### config.mk
export PLATFORM = sky130hd
export DESIGN_NAME = hazard_unit
export DESIGN_NICKNAME = d
export VERILOG_FILES = /design/src/rtl/hazard_unit.sv
export SDC_FILE = /design/constraint.sdc
export NUM_CORES = 1
export LEC_CHECK = 0
export ABC_AREA = 1
export CAP_MARGIN = 0
export CORE_MARGIN = 1
export CORE_UTILIZATION = 55
export CTS_CLUSTER_SIZE = 28
export DETAILED_ROUTE_END_ITERATION = 8
export GPL_TIMING_DRIVEN = 0
export PLACE_DENSITY = 0.9
export SYNTH_ARGS = -nofsm -noshare
export SYNTH_HDL_FRONTEND = slang
export SYNTH_SLANG_ARGS = --single-unit
### constraint.sdc
create_clock -name clk -period 3.3 [get_ports clk]
set_input_delay 0.33 -clock clk [delete_from_list [all_inputs] [get_ports clk]]
set_output_delay 0.33 -clock clk [all_outputs]
set_load 0.005 [all_outputs]
### src/rtl/hazard_unit.sv
// Hazard controller for the five-stage RISC-V pipeline: registered forwarding selects, stall/flush control, memory-wait FSM with watchdog.
// Optional performance counters are enabled by defining HAZARD_PERF_CNT_EN.
module hazard_unit #(
  parameter int unsigned MEM_TIMEOUT = 255
) (
  input  logic       clk,
  input  logic       reset,
  input  logic [4:0] d_rs1,
  input  logic [4:0] d_rs2,
  input  logic [4:0] e_rd,
  input  logic       e_reg_write,
  input  logic       e_mem_read,
  input  logic [4:0] m_rd,
  input  logic       m_reg_write,
  input  logic       pc_src,
  input  logic       dmem_req,
  input  logic       dmem_ready,
  output logic [1:0] r1_solve,
  output logic [1:0] r2_solve,
  output logic       stall_f,
  output logic       stall_d,
  output logic       flush_d,
  output logic       flush_e,
  output logic       stall_e,
  output logic       stall_m,
  output logic       stall_w,
  output logic       mem_timeout_err
`ifdef HAZARD_PERF_CNT_EN
  ,
  output logic [31:0] perf_stall_cycles,
  output logic [31:0] perf_lu_stalls,
  output logic [31:0] perf_flushes
`endif
);

  typedef enum logic {
    RUN      = 1'b0,
    MEM_WAIT = 1'b1
  } state_e;

  localparam logic [15:0] TIMEOUT_CNT = 16'(MEM_TIMEOUT);

  state_e      state_q, state_d;
  logic [15:0] wait_cnt_q, wait_cnt_d;
  logic        err_q, err_d;
  logic [1:0]  r1_q, r1_d, r2_q, r2_d;

  logic frz, lu, br;

  function automatic logic [1:0] fwd_sel(input logic [4:0] rs,
                                         input logic [4:0] erd, input logic ewr,
                                         input logic [4:0] mrd, input logic mwr);
    if (ewr && erd != 5'd0 && erd == rs)      return 2'd2;
    else if (mwr && mrd != 5'd0 && mrd == rs) return 2'd1;
    else                                      return 2'd0;
  endfunction

  // Priority frz > pc_src > lu; a branch seen during a freeze is simply reissued once frz drops.
  assign frz = dmem_req & ~dmem_ready;
  assign lu  = e_mem_read && (e_rd != 5'd0) && ((e_rd == d_rs1) || (e_rd == d_rs2));
  assign br  = pc_src & ~frz;

  assign stall_f = frz | (lu & ~pc_src);
  assign stall_d = frz | (lu & ~pc_src);
  assign flush_d = br;
  assign flush_e = ~frz & (pc_src | lu);
  assign stall_e = frz;
  assign stall_m = frz;
  assign stall_w = frz;

  always_comb begin
    // NOTE: every variable gets a default before any branch, so no path can infer a latch.
    r1_d = r1_q;
    r2_d = r2_q;
    if (flush_e) begin
      r1_d = 2'd0;
      r2_d = 2'd0;
    end else if (!stall_e) begin
      r1_d = fwd_sel(d_rs1, e_rd, e_reg_write, m_rd, m_reg_write);
      r2_d = fwd_sel(d_rs2, e_rd, e_reg_write, m_rd, m_reg_write);
    end
  end

  always_comb begin
    state_d    = state_q;
    wait_cnt_d = wait_cnt_q;
    err_d      = err_q;
    case (state_q)
      RUN: begin
        if (frz) begin
          state_d    = MEM_WAIT;
          wait_cnt_d = 16'd0;
        end
      end
      MEM_WAIT: begin
        if (dmem_ready) state_d = RUN;
        else if (wait_cnt_q != 16'hFFFF) wait_cnt_d = wait_cnt_q + 16'd1;
      end
      default: state_d = RUN;
    endcase
    // Error latches on the edge where the wait count reaches the limit.
    if (state_q == MEM_WAIT && !dmem_ready && wait_cnt_d == TIMEOUT_CNT) err_d = 1'b1;
  end

  // NOTE: sequential state uses non-blocking assignments so all flops update together at the edge.
  always_ff @(posedge clk) begin
    if (reset) begin
      state_q    <= RUN;
      wait_cnt_q <= 16'd0;
      err_q      <= 1'b0;
      r1_q       <= 2'd0;
      r2_q       <= 2'd0;
    end else begin
      state_q    <= state_d;
      wait_cnt_q <= wait_cnt_d;
      err_q      <= err_d;
      r1_q       <= r1_d;
      r2_q       <= r2_d;
    end
  end

  assign r1_solve        = r1_q;
  assign r2_solve        = r2_q;
  assign mem_timeout_err = err_q;

`ifdef HAZARD_PERF_CNT_EN
  logic [31:0] stall_cnt_q, stall_cnt_d;
  logic [31:0] lu_cnt_q, lu_cnt_d;
  logic [31:0] fl_cnt_q, fl_cnt_d;

  always_comb begin
    stall_cnt_d = stall_cnt_q + {31'd0, frz};
    lu_cnt_d    = lu_cnt_q + {31'd0, lu & ~frz & ~pc_src};
    fl_cnt_d    = fl_cnt_q + {31'd0, br};
  end

  always_ff @(posedge clk) begin
    if (reset) begin
      stall_cnt_q <= 32'd0;
      lu_cnt_q    <= 32'd0;
      fl_cnt_q    <= 32'd0;
    end else begin
      stall_cnt_q <= stall_cnt_d;
      lu_cnt_q    <= lu_cnt_d;
      fl_cnt_q    <= fl_cnt_d;
    end
  end

  assign perf_stall_cycles = stall_cnt_q;
  assign perf_lu_stalls    = lu_cnt_q;
  assign perf_flushes      = fl_cnt_q;
`endif

endmodule
# ---- After elaboration in Yosys (flattened, before gate mapping)
# Index checks and enable logic that the tools add are counted.
dict set report op_classes {
  add_sub_neg 1
  n_eq_ne 6
  n_mux 11
  bitwise 10
  n_reduce_logical 15
}
# op n
set ops {}
lappend ops {{$mux 16} 3}
lappend ops {{$pmux 16 s2} 1}
lappend ops {{$eq 5x5->1} 4}
lappend ops {{$add 16x1->16 const B} 1}
lappend ops {{$eq 16x8->1 const B} 1}
lappend ops {{$ne 16x16->1 const B} 1}
lappend ops {{$logic_and 1x1->1} 10}
lappend ops {{$reduce_bool 5->1} 2}
lappend ops {{$and 1x1->1} 4}
lappend ops {{$mux 1} 4}
lappend ops {{$mux 2} 2}
lappend ops {{$not 1->1} 4}
lappend ops {{$or 1x1->1} 2}
lappend ops {{$pmux 1 s2} 1}
lappend ops {{$reduce_or 2->1} 1}
lappend ops {{$logic_not 1->1} 1}
lappend ops {{$logic_or 1x1->1} 1}
dict set report word_totals {
  ff_bits 22
  input_bits 28
  output_inout_bits 12
  word_cells 48
}

# ---- Longest topological paths before layout
# Gate-level depths: netlist of the first run.
dict set report logic_depth {
  word_depth 6
  ltp_mapped 14
  depth_no_buf 14
}

# ---- Least setup slack after synthesis of the first run
# OpenSTA, ideal clock, no wires.
dict set report synth_timing {
  path_type {register -> register}
  start {register wait_cnt_q[0]}
  end {register err_q (netlist: mem_timeout_err)}
  setup_ps 66
  arrival_ps 1609
  required_time_ps 3234
  slack_ps 1625
  path_stages_with_launch 13
  path_buffers 1
  period_less_slack_ps 1675
  cell_sequence {dfxtp_1 > ha_1 > nand2_2 > nor2_4 > nand4_4 > buf_6 > nand3b_1 > nand2_1 > nor2_2 > nand3_1 > nor2_1 > nand2_1 > a21oi_2}
}
dict set report synth_via {
  elab_chain_len 6
  elab_cells_between_ends 8
  classes_between {1 x add/sub; 2 x eq/ne; 4 x mux; 1 x reduce/logical}
}
# element line
set synth_rtl {}
lappend synth_rtl {{from (decl)} 44} ;# logic [15:0] wait_cnt_q, wait_cnt_d;
lappend synth_rtl {{from (signal assigned)} 115} ;# wait_cnt_q <= wait_cnt_d;
lappend synth_rtl {{$add 16x1->16 or $ne 16x16->1 (tied branches)} 97} ;# else if (wait_cnt_q != 16'hFFFF) wait_cnt_d = wait_cnt_q + 16'd1;
lappend synth_rtl {{$mux 16} 97}
lappend synth_rtl {{$mux 16} 96} ;# if (dmem_ready) state_d = RUN;
lappend synth_rtl {{$pmux 16 s2 *} 88} ;# case (state_q)
lappend synth_rtl {{$eq 16x8->1 *} 102} ;# if (state_q == MEM_WAIT && !dmem_ready && wait_cnt_d == TIMEOUT_CNT) err_d = 1'b1;
lappend synth_rtl {{$logic_and 1x1->1 *} 102}
lappend synth_rtl {{to (signal assigned)} 116} ;# err_q <= err_d;
lappend synth_rtl {{to (decl)} 45} ;# logic err_q, err_d;
# Every way passes the cells marked *; elsewhere a longest branch is shown, timed or not.
# A chain may end at the register's enable or synchronous reset.

# ---- Worst setup path after layout of the first run
dict set report layout_timing {
  start {input e_rd[0]}
  end {output stall_f}
}
dict set report layout_via {
  elab_chain_len 5
  elab_cells_between_ends 8
  classes_between {2 x eq/ne; 2 x bitwise; 4 x reduce/logical}
}
# element line
set layout_rtl {}
lappend layout_rtl {{from (decl)} 10} ;# input logic [4:0] e_rd,
lappend layout_rtl {{$eq 5x5->1 or $reduce_bool 5->1 (tied branches)} 60} ;# assign lu = e_mem_read && (e_rd != 5'd0) && ((e_rd == d_rs1) || (e_rd == d_rs2));
lappend layout_rtl {{$logic_or 1x1->1 or $logic_and 1x1->1 (tied branches)} 60}
lappend layout_rtl {{$logic_and 1x1->1 *} 60}
lappend layout_rtl {{$and 1x1->1 *} 63} ;# assign stall_f = frz | (lu & ~pc_src);
lappend layout_rtl {{$or 1x1->1 *} 63}
lappend layout_rtl {{to (decl)} 20} ;# output logic stall_f,
# Marked as above.

==> impl_metrics.csv, run 1 <==
group,metric,value,unit
status,status,"complete, no violations",
timing,fin_skew,0.0117,ns
place,port_buffers,38,
clock_tree,clock_latency,0.32,ns
timing,worst_pin_slew,0.467,ns
timing,fin_ws,0.735,ns
timing,fin_crit_sh,77.7,%
synthesis,syn_inst,287,
detailed_routing,drtAntennaViolNets,0,
finish,multi_input_comb_area,1190,sq um
synthesis,synthTopCellsByCount,"70 x nand2_1, 37 x nor2_1, 32 x inv_1",
timing,fin_setup_tns,0,ns
grt,grt_remaining_overflow,0,
detailed_routing,drtIter0Drc,122,
synthesis,syn-num-nets,316,
floorplan,rows,20,
worst_setup_path,cp.arrival,2.23,ns
hold_path,hp-class,"in -> reg",
grt,grt_max_degree,13,
synthesis,netlist_area,1850,sq um
floorplan,fp.dieH,59.9,um
timing,grt_setup_unrepaired,"false",
clock_tree,postCtsResizedCells,0,
detailed_routing,totalWireLength,4.78,mm
timing,maxSlewViolCount,0,
detailed_routing,route.met3.wl,316,um
place,dp_hpwl,3.86,mm
place,post-place-ws,0.716,ns
synthesis,yosys_warnings,0,
synthesis,ys_seq_area_share,23.8,%
clock_tree,clockBufferDepth,2,
detailed_routing,detail_route.wl_per_cell,12.8,um
synthesis,yosysTopAreaCell,"dfxtp_1",
grt,grt_pass1_vias,1887,
grt,grt_pass1_wl,7.84,mm
clock_tree,cts_tree,"done",
timing,hold_viol_final,0,
clock_tree,post_cts_buffers,0,
synthesis,ys.flop_type,"dfxtp_1",
timing,fmax,390,MHz
worst_setup_path,critPathCaptureType,"primary output",
synthesis,synth_edf_count,0,
floorplan,die-area,3590,sq um
power,vdd_drop_max,0.255,mV
finish,finish.utilization,74.1,%
clock_tree,numCtsBuffers,3,
finish,synthToLayoutAreaGrowth,25.5,%
synthesis,synth_area_leaders,"dfxtp_1 24%, nand2_1 14%, nor2_1 7.5%, inv_1 6.5%, xor2_1 6.2%",
power,p_total,561,uW
finish,antennaDiodeCount,0,
detailed_routing,dr_wl_met2,2.33,mm
detailed_routing,topRoutingLayerUsed,"met4",
power,power_density,242,nW/um^2
synthesis,synth_most_common_cell,"nand2_1",
grt,antenna_found_initial,0,
floorplan,ioPinCount,40,
detailed_routing,vias_per_cell,5.30,
synthesis,ys_ff_latch,22,
floorplan,core-area,3130,sq um
power,power.leakage,0.981,nW
synthesis,yosysUniqueCellTypes,34,
detailed_routing,num_vias,1976,
worst_setup_path,setup.worst_path.start_class,"input port",
finish,fin_area,2320,sq um
timing,maxSlewHeadroom,68.9,%
finish,fin_nets,359,
clock_tree,clock-sinks,22,
synthesis,synthArstFlopShare,0,%
worst_setup_path,reg2reg_slack,1.26,ns
timing,period_needed,2.56,ns
place,place_area,2280,sq um
run,max_cap_viol_count,0,
grt,globalRouteTotalUtil,29.1,%
detailed_routing,wl_met1,2.03,mm
clock_tree,htree_num_levels,1,
synthesis,avgSynthCellArea,6.43,sq um
synthesis,synth_top_area_share,23.8,%
worst_setup_path,path_max_fanout,3,
floorplan,die_w,59.9,um
worst_setup_path,cp.required,2.97,ns
detailed_routing,drt_first_pass_iters,4,
floorplan,start_util,59.0,%
clock_tree,clk_pin_slew,0.12,ns
clock_tree,clk_root_buffer_cell,"clkbuf_4",
timing,setup_viol_count_final,0,
place,gp_routability_congestion,0.908,
detailed_routing,drc,0,
finish,n_fill_cell,268,
finish,seqCellArea,440,sq um
clock_tree,cts_hold_buf,0,
worst_setup_path,worstSetupPathType,"in -> out",
finish,drive_above_1_share,14.6,%
==> layout by cell type, fill, tap and decap left out, types with 8 or more instances in the layout <==
cell type | synthesis | final
a21oi_1 | 14 | 14
clkdlybuf4s50_1 | 0 | 38
dfxtp_1 | 22 | 22
inv_1 | 32 | 32
nand2_1 | 70 | 70
nand2_2 | 11 | 11
nand3_1 | 16 | 16
nor2_1 | 37 | 37
o21ai_0 | 11 | 11
xnor2_1 | 8 | 8
xor2_1 | 13 | 13
==> layer usage <==
metal,track usage [%],up-vias
met1,33.9,895
met4,12.6,0
met2,50.5,83
met5,0,-
met3,6.71,12
li1,-,986
==> registers in the layout (all words and copies together) (netlist names) <==
register	flops
r1_solve	2
state_q	1
mem_timeout_err	1
r2_solve	2
wait_cnt_q	16
==> through the flow <==
stage	std cells	hold slack, ns
after floorplan	287	0.456
after global placement	369	0.450
after detailed placement	369	0.458
after CTS	373	0.262
after global routing	373	0.272
final	373	0.269
==> cell families after synthesis <==
family          synth area share, %
fa+ha+maj                     0.677
xor+xnor                       9.96
buf+inv                        11.4
compound gates                 8.33
simple gates                   45.7
flops                          23.8
==> worst max-delay path: stages <==
cell             delay (ns)
clkdlybuf4s50_1        0.48
xor2_1                 0.19
nor2_1                 0.11
nand4_1                0.12
a21oi_1                0.25
nand2_1                0.07
nand2_1                0.09
buf_4                  0.11
clkdlybuf4s50_1        0.49
==> report_power, final <==
part           leakage [nW]  internal [mW]  switching [mW]  total (mW)
Sequential            0.178          0.270         0.00490       0.275
Clock                0.0210         0.0675          0.0900       0.158
Combinational         0.782         0.0679          0.0599       0.128
==> layout make-up <==
type                            count  share of cell area, %
Multi-Input combinational cell    218                   51.5
Sequential cell                    22                   19.0
Timing Repair Buffer               38                   16.4
Inverter                           38                   6.15
Buffer                              9                   2.97
Tap cell                           44                   2.37
Clock buffer                        4                   1.57
==> worst paths after layout <==
check	from	endpoint	cells past startpoint
setup / recovery	e_rd[0]	stall_f	9
hold / removal	reset	mem_timeout_err	2
setup reg to reg	wait_cnt_q[0]	mem_timeout_err	12
hold reg to reg	mem_timeout_err	mem_timeout_err	2
Note: power is estimated with default switching activity, not from simulation.
==> inputs of run 2 (changes only) <==
Settings changed: CORE_UTILIZATION 55 to 46, PLACE_DENSITY 0.9 to 0.8.
Clock period 3.3 ns to 2.3 ns, I/O delays scaled along.
==> impl_metrics.csv, run 2 (synthesis results as in run 1) <==
group,metric,value,unit
status,status,"complete, no violations",
finish,layout_commonest_cell,"nand2_1",
timing,fmax,453,MHz
timing,setup_viol_count_final,0,
power,power_density,401,nW/um^2
place,port_buffers,38,
worst_setup_path,worstSetupPathType,"in -> out",
floorplan,core-area,3740,sq um
worst_setup_path,setup.worst_path.start_class,"input port",
place,gp_routability_congestion,0.896,
detailed_routing,drtIter0Drc,89,
hold_path,holdPathStages,2,
clock_tree,clk_root_buffer_cell,"clkbuf_8",
detailed_routing,num_vias,1875,
hold_path,hold_path.startpoint,"reset",
timing,grt_setup_unrepaired,"false",
finish,antennaDiodeCount,0,
place,post-place-ws,-0.0300,ns
finish,most-common-layout-cells,"70 x nand2_1, 37 x nor2_1, 32 x inv_1, 32 x clkdlybuf4s50_1, 22 x dfxtp_1",
worst_setup_path,reg2reg_slack,0.25,ns
run,max_cap_viol_count,0,
clock_tree,clockBufferDepth,2,
clock_tree,htree_num_levels,1,
timing,fin_crit_sh,96.0,%
clock_tree,cts_tree,"done",
worst_setup_path,path_buf_inv,3,
finish,max_flop_register,"wait_cnt_q",
detailed_routing,detail_route.wl_per_cell,12.5,um
worst_setup_path,endpoint,"stall_f",
finish,synthToLayoutAreaGrowth,28.7,%
worst_setup_path,cp.depth,8,
finish,drive_above_1_share,14.9,%
finish,largest_register_ffs,16,
power,power.leakage,1.04,nW
detailed_routing,drt_first_pass_iters,7,
worst_setup_path,r2r_cells,12,
clock_tree,clk_pin_slew,0.09,ns
timing,fin_setup_tns,0,ns
worst_setup_path,cp.required,2.07,ns
timing,fin_skew,0.00348,ns
worst_setup_path,critPathCaptureType,"primary output",
timing,maxSlewViolCount,0,
worst_setup_path,cp.arrival,1.98,ns
worst_setup_path,critical_path.max_stage_delay,0.52,ns
detailed_routing,totalWireLength,4.71,mm
clock_tree,clock_latency,0.27,ns
hold_path,hp-class,"in -> reg",
grt,grt_remaining_overflow,0,
clock_tree,numCtsBuffers,3,
worst_setup_path,slowest_stage,"clkdlybuf4s50_1",
floorplan,die-area,4270,sq um
worst_setup_path,r2r_start,"wait_cnt_q[0]",
clock_tree,post_cts_buffers,0,
finish,fin_nets,359,
power,vdd_drop_max,0.500,mV
worst_setup_path,crit_family,"buffers and inverters",
floorplan,rows,22,
detailed_routing,drtAntennaViolNets,0,
timing,hold_viol_final,0,
detailed_routing,vias_per_cell,4.97,
timing,worst_pin_slew,0.511,ns
worst_setup_path,timing.rr.end,"mem_timeout_err",
grt,antenna_found_initial,0,
grt,grt_max_degree,14,
grt,grt_pass1_wl,7.77,mm
grt,grt_pass1_vias,1760,
worst_setup_path,critPathLaunch,"d_rs2[4]",
detailed_routing,drc,0,
place,dp_hpwl,3.66,mm
timing,maxSlewHeadroom,65.9,%
clock_tree,clock-sinks,22,
floorplan,start_util,49.3,%
timing,fin_ws,0.0920,ns
grt,globalRouteTotalUtil,23.5,%
floorplan,die_w,65.4,um
timing,period_needed,2.21,ns
worst_setup_path,path_max_fanout,2,
floorplan,fp.dieH,65.4,um
worst_setup_path,crit_chain,"clkdlybuf4s50_1 > xnor2_1 > nand4_1 > a21oi_2 > nand2_1 > nand2_1 > buf_4 > clkdlybuf4s50_1",
floorplan,ioPinCount,40,
[run 2: area by class of cell]
type                       count  area (sq um)
buffer                         9          71.3
inverter                      38           143
timing repair buffer          38           392
fill                         347          1370
sequential                    22           440
tap                           48          60.1
clock inverter                 1          30.0
multi-input combinational    218          1200
clock buffer                   3          41.3
[run 2: per-stage QoR]
stage	hold WS, ns	power [mW]	utilization, %	instances	area [sq um]
finish	0.223	0.953	63.5	377	2380
global route	0.223	0.993	63.5	377	2380
floorplan	0.456	0.490	-	287	1850
CTS	0.218	0.955	63.1	377	2360
detailed placement	0.453	0.584	61.1	373	2290
global placement	0.452	0.582	61.1	373	2290
[run 2: routing by layer]
metal	up-vias	global-route usage (%)	share of wire [%]
met4	0	3.80	0.53
met5	-	0	0
met2	60	38.9	47
met3	6	5.38	7.1
met1	828	31.5	45
li1	981	-	-
[run 2: report_power, final]
part | switching (mW) | total, mW | internal [mW]
registers | 0.00757 | 0.395 | 0.388
logic | 0.0851 | 0.181 | 0.0963
clock network | 0.144 | 0.376 | 0.233
[run 2: worst reg2reg max path: cells and delay by family (launching register included)]
family          cells  cell delay (ns)
fa+ha+maj           1             0.25
flops               1             0.41
compound gates      1             0.12
simple gates        9             1.04
buf+inv             1             0.18
[run 2: worst min path at each step]
| stage | endpoint | slack (ns) |
|---|---|---|
| 5_1_grt | mem_timeout_err | 0.22 |
| 6_report | mem_timeout_err | 0.22 |
| 2_1_floorplan | mem_timeout_err | 0.46 |
| 3_3_place_gp | mem_timeout_err | 0.45 |
| 3_5_place_dp | mem_timeout_err | 0.45 |
| 4_1_cts | mem_timeout_err | 0.22 |
[run 2: what timing repair did]
action	CTS	global route
hold buffers	0	0
pin swaps	1	3
resized for setup	2	7
endpoints found under the setup margin	1	2
==> inputs of run 3 (changes only) <==
Settings changed: CTS_CLUSTER_DIAMETER set to 50.
==> results of run 3 <==
The final DEF is identical to that of run 2; final timing and power are the same.
